**src/rtl/uart_pkg.sv**
```systemverilog
// Shared UART definitions: 8N1 frame constants, deframer state encoding and
// the bit-period derivation used by both the receive and transmit paths.
package uart_pkg;

    localparam int DATA_BITS = 8;
    localparam int STOP_BITS = 1;

    typedef enum logic [2:0] {
        IDLE,
        START,
        DATA,
        STOP,
        WAIT_HIGH
    } uart_state_e;

    // Clock cycles per bit, rounded to the nearest integer.
    function automatic int calc_bit_cycles(input int clk_hz, input int baud);
        return (clk_hz + baud / 2) / baud;
    endfunction

    function automatic int calc_half(input int bit_cycles);
        return bit_cycles / 2;
    endfunction

endpackage

```
**src/rtl/byte_fifo.sv**
```systemverilog
// Show-ahead byte FIFO with occupancy count; a push into a full FIFO is only
// accepted when a pop frees a slot on the same edge, otherwise it is dropped.
module byte_fifo #(
    parameter int DEPTH = 16
) (
    input  logic                     clk,
    input  logic                     reset,
    input  logic                     push,
    input  logic [7:0]               push_data,
    input  logic                     pop_req,
    output logic [7:0]               head_data,
    output logic [$clog2(DEPTH):0]   count,
    output logic                     full,
    output logic                     empty,
    output logic                     overrun
);

    localparam int AW = $clog2(DEPTH);
    localparam logic [AW:0]   DEPTH_CNT = DEPTH[AW:0];
    localparam logic [AW:0]   CNT_ONE   = 1;
    localparam logic [AW-1:0] PTR_ONE   = 1;

    logic [7:0]    mem_q [DEPTH];
    logic [7:0]    mem_d [DEPTH];
    logic [AW-1:0] wr_ptr_q, wr_ptr_d;
    logic [AW-1:0] rd_ptr_q, rd_ptr_d;
    logic [AW:0]   count_q, count_d;
    logic          overrun_q, overrun_d;
    logic          do_push, do_pop;

    always_comb begin
        empty     = (count_q == '0);
        full      = (count_q == DEPTH_CNT);
        do_pop    = pop_req && !empty;
        do_push   = push && (!full || do_pop);
        overrun_d = push && !do_push;
        mem_d     = mem_q;
        wr_ptr_d  = wr_ptr_q;
        rd_ptr_d  = rd_ptr_q;
        count_d   = count_q;
        if (do_push) begin
            mem_d[wr_ptr_q] = push_data;
            wr_ptr_d        = wr_ptr_q + PTR_ONE;
        end
        if (do_pop) begin
            rd_ptr_d = rd_ptr_q + PTR_ONE;
        end
        if (do_push && !do_pop) begin
            count_d = count_q + CNT_ONE;
        end else if (!do_push && do_pop) begin
            count_d = count_q - CNT_ONE;
        end
    end

    always_ff @(posedge clk) begin
        if (!reset) begin
            for (int i = 0; i < DEPTH; i++) begin
                mem_q[i] <= '0;
            end
            wr_ptr_q  <= '0;
            rd_ptr_q  <= '0;
            count_q   <= '0;
            overrun_q <= 1'b0;
        end else begin
            mem_q     <= mem_d;
            wr_ptr_q  <= wr_ptr_d;
            rd_ptr_q  <= rd_ptr_d;
            count_q   <= count_d;
            overrun_q <= overrun_d;
        end
    end

    assign head_data = mem_q[rd_ptr_q];
    assign count     = count_q;
    assign overrun   = overrun_q;

endmodule

```
**src/rtl/uart_rx_fifo.sv**
```systemverilog
// 8N1 UART receiver with three-sample majority voting per bit, feeding a
// show-ahead byte FIFO that presents a valid/ready stream to the consumer.
module uart_rx_fifo
    import uart_pkg::*;
#(
    parameter int CLK_FREQUENCY = 100_000_000,
    parameter int BAUD          = 12_000_000,
    parameter int FIFO_DEPTH    = 16
) (
    input  logic                          clk,
    input  logic                          reset,
    input  logic                          rxd,
    output logic [7:0]                    rx_data,
    output logic                          rx_valid,
    input  logic                          rx_ready,
    output logic [$clog2(FIFO_DEPTH):0]   fifo_count,
    output logic                          frame_err,
    output logic                          overrun,
    output logic                          rx_busy
);

    localparam int N     = calc_bit_cycles(CLK_FREQUENCY, BAUD);
    localparam int H     = calc_half(N);
    localparam int CNT_W = $clog2(N);

    localparam logic [CNT_W-1:0] CNT_LAST = CNT_W'(N - 1);
    localparam logic [CNT_W-1:0] CNT_S0   = CNT_W'(H - 1);
    localparam logic [CNT_W-1:0] CNT_S1   = CNT_W'(H);
    localparam logic [CNT_W-1:0] CNT_S2   = CNT_W'(H + 1);
    localparam logic [CNT_W-1:0] CNT_ONE  = 1;
    localparam logic [2:0]       LAST_BIT = 3'(DATA_BITS - 1);
    localparam logic [2:0]       BIT_ONE  = 1;

    logic             sync1_q, sync2_q;
    logic             rxd_s;

    uart_state_e      state_q, state_d;
    logic [CNT_W-1:0] cnt_q, cnt_d;
    logic [2:0]       bit_idx_q, bit_idx_d;
    logic [7:0]       shift_q, shift_d;
    logic             s0_q, s0_d;
    logic             s1_q, s1_d;
    logic             s2_q, s2_d;
    logic             frame_err_q, frame_err_d;
    logic             rx_busy_q, rx_busy_d;

    logic             sample2;
    logic             majority;
    logic             push;
    logic             fifo_empty;

    always_ff @(posedge clk) begin
        if (!reset) begin
            sync1_q <= 1'b1;
            sync2_q <= 1'b1;
        end else begin
            sync1_q <= rxd;
            sync2_q <= sync1_q;
        end
    end

    assign rxd_s = sync2_q;

    // The third vote is the live synchronised input so that a decision taken
    // at the third sample point (STOP, or N-1 when N is 4) needs no extra cycle.
    always_comb begin
        sample2  = (cnt_q == CNT_S2) ? rxd_s : s2_q;
        majority = (s0_q & s1_q) | (s0_q & sample2) | (s1_q & sample2);
    end

    always_comb begin
        state_d     = state_q;
        cnt_d       = (cnt_q == CNT_LAST) ? '0 : cnt_q + CNT_ONE;
        bit_idx_d   = bit_idx_q;
        shift_d     = shift_q;
        s0_d        = (cnt_q == CNT_S0) ? rxd_s : s0_q;
        s1_d        = (cnt_q == CNT_S1) ? rxd_s : s1_q;
        s2_d        = (cnt_q == CNT_S2) ? rxd_s : s2_q;
        frame_err_d = 1'b0;
        push        = 1'b0;

        case (state_q)
            IDLE: begin
                cnt_d = '0;
                if (!rxd_s) begin
                    state_d = START;
                end
            end
            START: begin
                if (cnt_q == CNT_LAST) begin
                    bit_idx_d = '0;
                    state_d   = majority ? IDLE : DATA;
                end
            end
            DATA: begin
                if (cnt_q == CNT_LAST) begin
                    shift_d = {majority, shift_q[7:1]};
                    if (bit_idx_q == LAST_BIT) begin
                        state_d = STOP;
                    end else begin
                        bit_idx_d = bit_idx_q + BIT_ONE;
                    end
                end
            end
            STOP: begin
                // Deciding mid-bit leaves half a bit of slack to catch the next start edge.
                if (cnt_q == CNT_S2) begin
                    cnt_d = '0;
                    if (majority) begin
                        push    = 1'b1;
                        state_d = IDLE;
                    end else begin
                        frame_err_d = 1'b1;
                        state_d     = WAIT_HIGH;
                    end
                end
            end
            WAIT_HIGH: begin
                cnt_d = '0;
                if (rxd_s) begin
                    state_d = IDLE;
                end
            end
            default: begin
                cnt_d   = '0;
                state_d = IDLE;
            end
        endcase

        rx_busy_d = (state_d != IDLE);
    end

    always_ff @(posedge clk) begin
        if (!reset) begin
            state_q     <= IDLE;
            cnt_q       <= '0;
            bit_idx_q   <= '0;
            shift_q     <= '0;
            s0_q        <= 1'b1;
            s1_q        <= 1'b1;
            s2_q        <= 1'b1;
            frame_err_q <= 1'b0;
            rx_busy_q   <= 1'b0;
        end else begin
            state_q     <= state_d;
            cnt_q       <= cnt_d;
            bit_idx_q   <= bit_idx_d;
            shift_q     <= shift_d;
            s0_q        <= s0_d;
            s1_q        <= s1_d;
            s2_q        <= s2_d;
            frame_err_q <= frame_err_d;
            rx_busy_q   <= rx_busy_d;
        end
    end

    byte_fifo #(
        .DEPTH(FIFO_DEPTH)
    ) u_fifo (
        .clk       (clk),
        .reset     (reset),
        .push      (push),
        .push_data (shift_q),
        .pop_req   (rx_ready),
        .head_data (rx_data),
        .count     (fifo_count),
        .full      (),
        .empty     (fifo_empty),
        .overrun   (overrun)
    );

    assign rx_valid  = !fifo_empty;
    assign frame_err = frame_err_q;
    assign rx_busy   = rx_busy_q;

endmodule
```
**config.mk**
```make
export PLATFORM = sky130hd
export DESIGN_NAME = uart_rx_fifo
export DESIGN_NICKNAME = d
export VERILOG_FILES = /design/src/rtl/uart_pkg.sv /design/src/rtl/byte_fifo.sv /design/src/rtl/uart_rx_fifo.sv
export SDC_FILE = /design/constraint.sdc
export NUM_CORES = 1
export LEC_CHECK = 0
export ABC_AREA = 1
export BUFFER_PORTS_ARGS = -buffer_cell sky130_fd_sc_hd__clkbuf_2
export CORE_UTILIZATION = 35
export CTS_CLUSTER_SIZE = 16
export DETAILED_ROUTE_END_ITERATION = 6
export GPL_TIMING_DRIVEN = 0
export PLACE_DENSITY_LB_ADDON = 0.2
export SLEW_MARGIN = 10
export SYNTH_ARGS = -nofsm -noshare
export SYNTH_HDL_FRONTEND = slang
export SYNTH_HIERARCHICAL = 1
export SYNTH_SLANG_ARGS = --single-unit
```
**constraint.sdc**
```tcl
create_clock -name clk -period 3.45 [get_ports clk]
set_input_delay 0.69 -clock clk [delete_from_list [all_inputs] [get_ports clk]]
set_output_delay 0.69 -clock clk [all_outputs]
set_load 0.01 [all_outputs]
```
==> results.sh <==
export IMPL_synthCells=1484
export IMPL_cts_sinks=166
export IMPL_hold_path_class="flop to flop"
export IMPL_criticalPathCategory="flop to output port"
export IMPL_dr_pass1_iters=5
export IMPL_cp_arrival_ns=2.50
export IMPL_ir_drop_v=0.000352
export IMPL_path_common_cell="nand3_1"
export IMPL_grt_ovfl_total=0
export IMPL_dieArea_mm2=0.0285
export IMPL_crit_cells=8
export IMPL_cts_tree="built"
export IMPL_final_max_slew_viol_count=0
export IMPL_hold_viol_final=0
export IMPL_critPathMaxFanout=10
export IMPL_cts_max_level=4
export IMPL_rsz0062_at_grt="no"
export IMPL_register_area_mm2=0.00332
export IMPL_crit_path_cell_trace="buf_2 -> inv_1 -> clkbuf_1 -> o211ai_1 -> nand3_1 -> nand3_1 -> nand2_1 -> clkbuf_2"
export IMPL_grt_pass1_wl_um=46300
export IMPL_fillers=2985
export IMPL_crit_path_start="u_fifo/rd_ptr_q[1]"
export IMPL_finalSetupViolations=0
export IMPL_timing_rr_start="cnt_q[0]"
export IMPL_io_buffers=20
export IMPL_timing_fmax_mhz=313
export IMPL_n_antenna_cell=0
export IMPL_drtIter0Drc=781
export IMPL_endpoint_kind="output port"
export IMPL_max_stage_delay_ns=0.55
export IMPL_r2r_setup_slack_ns=0.37
export IMPL_routed_wl_um=29300
export IMPL_m1WireLength_um=14500
export IMPL_slowest_stage="clkbuf_1"
export IMPL_clockBufferDepth=2
export IMPL_maxCapViolCount=0
export IMPL_gr_usage_all_layers_pct=21.3
export IMPL_synthesis_area_mm2=0.00972
export IMPL_skew_ns=0.0139
export IMPL_top_layer="met4"
export IMPL_fin_setup_tns_ns=0
export IMPL_whs_ns=0.416
export IMPL_fin_crit_ns=3.19
export IMPL_rows=60
export IMPL_critPathBufInv=4
export IMPL_hold_start="sync1_q"
export IMPL_grt_pass1_vias=8170
export IMPL_root_buffer="clkbuf_16"
export IMPL_r2r_end="u_fifo/count[3]"
export IMPL_area_growth_pct=11.6
export IMPL_place_detailed_hpwl_um=21200
export IMPL_syn_nets=1506
export IMPL_slew_headroom_pct=35.2
export IMPL_p_per_area_mw_per_mm2=511
export IMPL_placedCellCount=1876
export IMPL_io_pins=21
export IMPL_route_vias_total=9082
export IMPL_r2r_cells=17
export IMPL_fin_ws_ns=0.255
export IMPL_yosysWarnings=6
export IMPL_syn_avg_cell_area_um2=6.55
export IMPL_p_leak_nw=4.92
export IMPL_finalNonFillerCells=1908
export IMPL_cts_buffers=17
export IMPL_tightest_slew_ns=0.972
export IMPL_cp_required_ns=2.76
export IMPL_pre_cts_ws_ns=-0.175
export IMPL_start_util_pct=35.9
export IMPL_holdBufCountCts=0
export IMPL_multi_input_area_mm2=0.00478
export IMPL_drtAntennaViolNets=0
export IMPL_status="finished, final reports clean"
export IMPL_via_per_inst=4.76
export IMPL_die_w_um=169
export IMPL_clkTransAtPathRegs_ns=0.07
export IMPL_antenna_found_initial=0
export IMPL_nNetsFinal=1545
export IMPL_gp_congestion=0.888
export IMPL_grt_start_max_net_pins=17
export IMPL_core_mm2=0.0271
export IMPL_clkLatencyLatePin_ns=0.44
export IMPL_dieHeight_um=169
export IMPL_wl_met2_um=12800
export IMPL_dr_wl_met3_um=1560
export IMPL_routedWlPerCell_um=15.4
export IMPL_critical_path_top_delay_family="buffers and inverters"
export IMPL_cp_endpoint="rx_data[0]"
export IMPL_start_kind="flop"
export IMPL_fin_crit_sh_pct=92.6
export IMPL_drc_errors=0
export IMPL_drive_above_1_share_pct=10.1
[state kept, by name, indices dropped and copies added, names as in the netlist]
name / flops
u_fifo/mem_q: 128
shift_q: 8
u_fifo/count: 5
u_fifo/rd_ptr_q: 4
u_fifo/wr_ptr_q: 4
bit_idx_q: 3
cnt_q: 3
state_q: 3
frame_err: 1
rx_busy: 1
rxd_s: 1
s0_q: 1
s1_q: 1
s2_q: 1
sync1_q: 1
u_fifo/overrun: 1
[power by group]
| part | total [W] | leakage (nW) | switching [W] | internal, W |
|---|---|---|---|---|
| logic | 0.00172 | 3.32 | 0.00118 | 0.000542 |
| clock network | 0.00182 | 0.262 | 0.000880 | 0.000942 |
| registers | 0.00201 | 1.34 | 0.0000512 | 0.00196 |
| total | 0.00555 | 4.92 | 0.00211 | 0.00344 |
[timing repair]
action / CTS / global route
buffers inserted: 0 / 0
hold endpoints to repair: 0 / 0
gates resized for setup: 1 / 5
setup endpoints to repair: 3 / 3
cloned: 0 / 0
[worst min path at each step]
stage | cells past startpoint | slack, ns | endpoint
2_1_floorplan | 1 | 0.39 | rxd_s
3_3_place_gp | 1 | 0.39 | rxd_s
3_5_place_dp | 1 | 0.40 | rxd_s
4_1_cts | 1 | 0.42 | rxd_s
5_1_grt | 2 | 0.43 | sync1_q
6_report | 1 | 0.42 | rxd_s
[area by class of cell]
| class | instances | share of cell area (%) |
|---|---|---|
| Sequential cell | 166 | 30.6 |
| Timing Repair Buffer | 20 | 0.922 |
| Buffer | 84 | 4.21 |
| Clock buffer | 18 | 3.95 |
| Inverter | 314 | 10.9 |
| Multi-Input combinational cell | 920 | 44.1 |
| Clock inverter | 14 | 1.07 |
| Tap cell | 372 | 4.29 |
[metrics by stage]
stage               total power, W  instance area [µm²]  util (%)
floorplan                  0.00317                 9720         -
global placement           0.00375                10300      38.0
detailed placement         0.00376                10300      38.0
CTS                        0.00559                10800      40.0
global route               0.00587                10900      40.0
finish                     0.00555                10900      40.0
[routing by layer]
metal | vias to the layer above | track usage (%)
met1 | 4099 | 30.5
met5 | - | 0
li1 | 4714 | -
met2 | 235 | 33.1
met4 | 0 | 6.52
met3 | 34 | 2.81
[cell usage in the layout (no fill, tap or decap), types with 3 or more instances in the layout]
master,instances
nor2_2,19
a21oi_1,16
inv_6,5
nand4_1,131
clkbuf_16,17
clkinvlp_4,3
nor2_8,8
xor2_1,4
nand3_4,13
o21ai_0,18
buf_4,6
nand2_2,6
inv_1,306
o211ai_1,54
nand3_2,5
clkbuf_2,20
buf_6,9
ha_1,17
clkbuf_1,23
dfxtp_1,166
nand2_1,387
buf_1,24
inv_2,6
nor2_1,155
buf_2,21
nand3_1,72
[worst reg2reg max path, stage by stage, from the launching register on]
cell      delay (ns)
dfxtp_1         0.38
ha_1            0.18
nand2_1         0.11
nand2_1         0.10
nand3_1         0.19
a21boi_4        0.27
buf_6           0.23
nand2_1         0.15
inv_1           0.14
ha_1            0.28
inv_1           0.14
ha_1            0.32
a21oi_1         0.13
nand2_1         0.08
nand2_1         0.06
nand2_1         0.04
o21ai_0         0.14
inv_1           0.05
Note: power is estimated with default switching activity, not from simulation.
